### config.mk
export PLATFORM = sky130hd
export DESIGN_NAME = serial_addsub
export DESIGN_NICKNAME = d
export VERILOG_FILES = /design/src/rtl/serial_addsub_pkg.sv /design/src/rtl/serial_addsub_fa_cell.sv /design/src/rtl/serial_addsub.sv
export SDC_FILE = /design/constraint.sdc
export NUM_CORES = 1
export LEC_CHECK = 0
export BUFFER_PORTS_ARGS = -buffer_cell sky130_fd_sc_hd__buf_2
export CORE_UTILIZATION = 35
export CTS_CLUSTER_DIAMETER = 150
export DETAILED_ROUTE_END_ITERATION = 10
export PLACE_DENSITY = 0.64
export SYNTH_ARGS = -nofsm -noshare
export SYNTH_HDL_FRONTEND = slang
export SYNTH_SLANG_ARGS = --single-unit
### constraint.sdc
create_clock -name clk -period 4.1 [get_ports clk]
set_clock_uncertainty 0.1 [all_clocks]
set_input_delay 0.41 -clock clk [delete_from_list [all_inputs] [get_ports clk]]
set_output_delay 0.41 -clock clk [all_outputs]
set_load 0.03 [all_outputs]
### src/rtl/serial_addsub_pkg.sv
// serial_addsub_pkg: shared FSM encoding and counter sizing for serial_addsub
package serial_addsub_pkg;
   localparam logic [1:0] ST_IDLE = 2'd0;
   localparam logic [1:0] ST_RUN  = 2'd1;
   localparam logic [1:0] ST_DONE = 2'd2;
   function automatic int cnt_w(input int n);
      return (n > 1) ? $clog2(n) : 1;
   endfunction
endpackage

### src/rtl/serial_addsub_fa_cell.sv
// fa_cell: combinational 1-bit full adder
module fa_cell (
   input  logic a,
   input  logic b,
   input  logic cin,
   output logic s,
   output logic c
);
   assign s = a ^ b ^ cin;
   assign c = (a & b) | (cin & (a ^ b));
endmodule

### src/rtl/serial_addsub.sv
// serial_addsub: digit-serial adder/subtractor, DIGIT bits per cycle, LSB first
module serial_addsub
   import serial_addsub_pkg::*;
#(
   parameter int WIDTH = 8,
   parameter int DIGIT = 1
) (
   input  logic             clk,
   input  logic             rst,
   input  logic             start,
   input  logic             sub,
   input  logic [WIDTH-1:0] a,
   input  logic [WIDTH-1:0] b,
   output logic             busy,
   output logic             done,
   output logic [WIDTH-1:0] s,
   output logic             cout,
   output logic             ovf
);
   localparam int N = WIDTH / DIGIT;
   localparam int CW = cnt_w(N);
   localparam logic [CW-1:0] LAST = CW'(N - 1);
   logic [1:0] st, nst;
   logic [WIDTH-1:0] ra, rb, acc;
   logic [WIDTH+DIGIT-1:0] cat;
   logic [DIGIT-1:0] sb, sum;
   logic [DIGIT:0] c;
   logic [CW-1:0] cnt;
   logic rsub, carry, last, take;
   assign sb = rb[DIGIT-1:0] ^ {DIGIT{rsub}};
   assign c[0] = carry;
   assign cat = {sum, acc};
   assign last = cnt == LAST;
   assign take = start && st != ST_RUN;
   genvar i;
   for (i = 0; i < DIGIT; i++) begin : g_fa
      fa_cell u_fa (.a(ra[i]), .b(sb[i]), .cin(c[i]), .s(sum[i]), .c(c[i+1]));
   end
   // state register
   always_ff @(posedge clk)
      st <= rst ? ST_IDLE : nst;
   // next state: DONE accepts a new start directly, no IDLE bubble
   always_comb
      nst = (st == ST_RUN) ? (last ? ST_DONE : ST_RUN) : (start ? ST_RUN : ST_IDLE);
   // handshake outputs decoded from state
   always_comb begin
      busy = st == ST_RUN;
      done = st == ST_DONE;
   end
   // operand shifters, carry, counter and result registers
   always_ff @(posedge clk) begin
      if (rst) begin
         ra <= '0;
         rb <= '0;
         acc <= '0;
         rsub <= 1'b0;
         carry <= 1'b0;
         cnt <= '0;
         s <= '0;
         cout <= 1'b0;
         ovf <= 1'b0;
      end else if (take) begin
         ra <= a;
         rb <= b;
         rsub <= sub;
         carry <= sub;
         cnt <= '0;
      end else if (st == ST_RUN) begin
         ra <= ra >> DIGIT;
         rb <= rb >> DIGIT;
         acc <= WIDTH'(cat >> DIGIT);
         carry <= c[DIGIT];
         cnt <= cnt + CW'(1);
         if (last) begin
            s <= WIDTH'(cat >> DIGIT);
            cout <= c[DIGIT];
            ovf <= c[DIGIT] ^ c[DIGIT-1];
         end
      end
   end
endmodule

==> results list <==
- The run finished with clean final reports.
- In the synthesized netlist, the number of instances is 194.
* Critical Path Source: st[1]
* Remaining max-slew budget at the tightest pin: 0.419
- Gr ovfl total: 0
- Hold_buf cts: 0
- Max-cap violation count: 0
- Cell area after layout: around 2000 sq um
- Clock sinks: 40
* Boundary Pins: 32
- Slowest CP cell: sky130_fd_sc_hd__dfxtp_1
- Cell depth of the worst min-delay path: 3
- Post_cts resized: 0
* Flops & latches, synth: 40
- Start point of the worst min-delay path: a[6]
- Post-layout util: 0.422
* Number of buffers inserted to repair setup after CTS: 0
- The critical path contains buffers and inverters numbering 2 combined.
- Counting flops with an async set or reset pin after synthesis yields a share of 0.
- Data on the critical path arrives at its endpoint at between 1 and 1.5 ns.
- IR analysis of the VDD net gives a maximum drop of approximately 0.13 mV.
* Summed negative setup slack over all endpoints: 0 ns
- Fraction of layout instances using a drive strength above 1: 0.291
* Worst-path maximum fanout: 32
* Vias/cell: 4.70
- The smallest clock period supported by the final layout is computed as 1.82 ns.
* CTS tree: yes
* Combinational family with the most area after synthesis: compound AO/OA/AOI/OAI gates
* Type of the setup path with the least slack: flop to output pin
- The count of nets left with antenna violations once routing finished came out at 0.
* GRT Overall Usage: 0.134
* Largest net degree at the start of global routing: 41
- The min-delay analysis places its worst path in the category input pin to flop.
- Sorting the synthesized cells by area gives the leading types as sky130_fd_sc_hd__dfxtp_1 46%, sky130_fd_sc_hd__a211oi_2 11%, sky130_fd_sc_hd__nand2_1 10%.
- The max-slew violation count came to 0.
- Layout Area Growth over Synthesis: 15.8%
* Kind of cell with the highest combined delay on the critical path: buffers and inverters
- Number of warnings printed during yosys synthesis: 0
- Data on the critical path is required at its endpoint by roughly 3.6 ns.
* Diode insertion count for antenna repair: 0
* Xor and xnor fraction of the mapped netlist area: 0.0101
* Synth Area in Simple Gates: 0.180
- Instance area at placement: roughly 1900 sq um
- The routed layout has around 1300 vias.
* Routed length per placed instance: roughly 11 microns
- At the pin with the least slew margin, the transition time is 0.872 ns.
* Width of the die: between 70 and 80 microns
- Setup repair after global routing left no endpoint under its margin.
- Starting density of the core: 0.364
- In the final design database the tool counted 242 nets.
- Achievable frequency: about 0.55 GHz
- Of the total synthesized cell area, the portion taken by full adders, half adders and majority gates is 0.0260.
- Of the post-synthesis cell area, the dominant cell type holds 0.462.
- Leading post-synthesis cells by instance count: 46 x sky130_fd_sc_hd__nand2_1, 40 x sky130_fd_sc_hd__dfxtp_1, 28 x sky130_fd_sc_hd__a21oi_1
- CP max stage delay: 0.33 ns
* Final setup vio count: 0
* Cell count of the worst reg-to-reg path: 5
- Fraction of the yosys area taken by sequential cells: 0.462
- Row generation in the floorplan step produced 25 rows.
- The worst setup path is launched from a flop.
- Core footprint: approximately 4800 sq um
- Areal power density over the cells: roughly 430 nW/um^2
- The worst setup path is captured at an output pin.
* Max clock buf depth: 2
- DRC violations left: 0
* Number of design-rule violations left by the first detailed-router iteration: 74
* Number of buffers inserted by port buffering: 31
- For flop-to-flop paths, the worst setup slack is approximately 2.5 ns.
- Tcrit/Tclk final: 0.444
- Detailed placement HPWL: 1.98 mm
* Total iterations of the first detailed-routing run: 4
- Dividing the synthesized area by the synthesized cell count gives about 8.9 sq um.
* Vias in the first global route: around 1200
- The complex-gate fraction of the synthesized area is 0.240.
- Final Hold Fails: 0
- Latest clock arrival within the worst-skew pair: 0.30 ns
- Global-route wire length before repair: ~5.4 mm
- Detailed-route wire length: ~3.2 mm
* Mux contribution to synthesized area: 0.0116
- Static Leak: 0.788 nW
- The critical path runs through a total of 3 cells.
* Total clock buffers created by CTS: 5
- The startpoint identified for the worst register-to-register timing path is cnt[0].
* Height of the die: ~72 microns
- The signal on the critical path passes through nand2b_1 -> inv_8 -> buf_2.
- sky130_fd_sc_hd__dfxtp_1 takes more of the synthesized area than any other cell.
* Die outline area: 5230 sq um
- The H-tree was split into 2 levels.
- Number of enable flip-flop cells after synthesis: 0
- Initial antenna violation count: 0
* Syn_nets: approximately 220
- Most common flop cell mapped by yosys: sky130_fd_sc_hd__dfxtp_1
* Netlist area before placement: about 1700 sq um
* Count of distinct cell types in the synthesized netlist: 28
- Weighted congestion reported at the end of routability-driven placement: just under 0.7
- Yosys instantiated no cell more often than sky130_fd_sc_hd__nand2_1.
- Worst-path clk slew: 0.08 ns
- Clock tree synthesis selected as its root buffer the cell sky130_fd_sc_hd__clkbuf_8.
-- routing by layer --
metal / routed length, microns / GRT usage / vias up
met5: 0 / 0 / -
met4: 76 / 0.0719 / 0
met3: 101 / 0.0333 / 6
met2: 1380 / 0.209 / 28
met1: 1600 / 0.169 / 615
li1: - / - / 700
-- tightest hold or removal path: cells and delay by family --
family | cells | cell delay [ns]
simple gates | 1 | 0.07
buf+inv | 1 | 0.10
compound gates | 1 | 0.06
-- sequential cells by signal, summed over array words and instances, names as in the netlist, 2 cells and up --
name / flops
ra: 8
s: 8
st: 2
cnt: 3
rb: 8
acc: 7
-- final timing paths --
| check | endpoint |
|---|---|
| hold / removal | ra[6] |
| setup reg to reg | cout |
| setup / recovery | busy |
| hold reg to reg | ovf |
-- cell type report --
type | instances | area [sq um]
Fill cell | 490 | 2750
Multi-Input combinational cell | 136 | 810
Sequential cell | 40 | 801
Timing Repair Buffer | 32 | 163
Clock buffer | 7 | 96.3
Tap cell | 67 | 83.8
Clock inverter | 1 | 30.0
Inverter | 4 | 22.5
-- metrics by stage --
step / std cells / hold WS (ns) / setup slack (ns) / total power [W]
6_report: 287 / 0.280 / 2.28 / 0.000871
5_1_grt: 287 / 0.266 / 2.20 / 0.000909
4_1_cts: 287 / 0.268 / 2.26 / 0.000884
3_5_place_dp: 279 / 0.341 / 2.50 / 0.000529
3_3_place_gp: 279 / 0.339 / 2.53 / 0.000528
2_1_floorplan: 194 / 0.332 / 2.69 / 0.000514
-- cells in the final DEF, fill, tap and decap left out, drive strengths merged --
cell type,n
nor3,2
dfxtp,40
o21ai,1
nor2,18
ha,2
xnor2,2
nand2b,3
bufinv,1
a211oi,17
nand2,46
nand3,4
and3b,1
nor2b,1
nand3b,1
inv,4
a21oi,34
fa,1
mux2i,2
clkbuf,7
a221oi,1
buf,32
-- report_power, final --
part           switching, W  leakage (nW)  internal [W]
Combinational     0.0000608         0.396     0.0000398
Sequential        0.0000114         0.327      0.000407
Clock              0.000137        0.0645      0.000215
Total              0.000210         0.788      0.000662
-- cell families after synthesis --
group,count (synthesis)
simple gates,76
compound gates,53
flops,40
buf+inv,18
fa+ha+maj,3
xor+xnor,2
mux,2
Power figures use the tool's default switching activity.
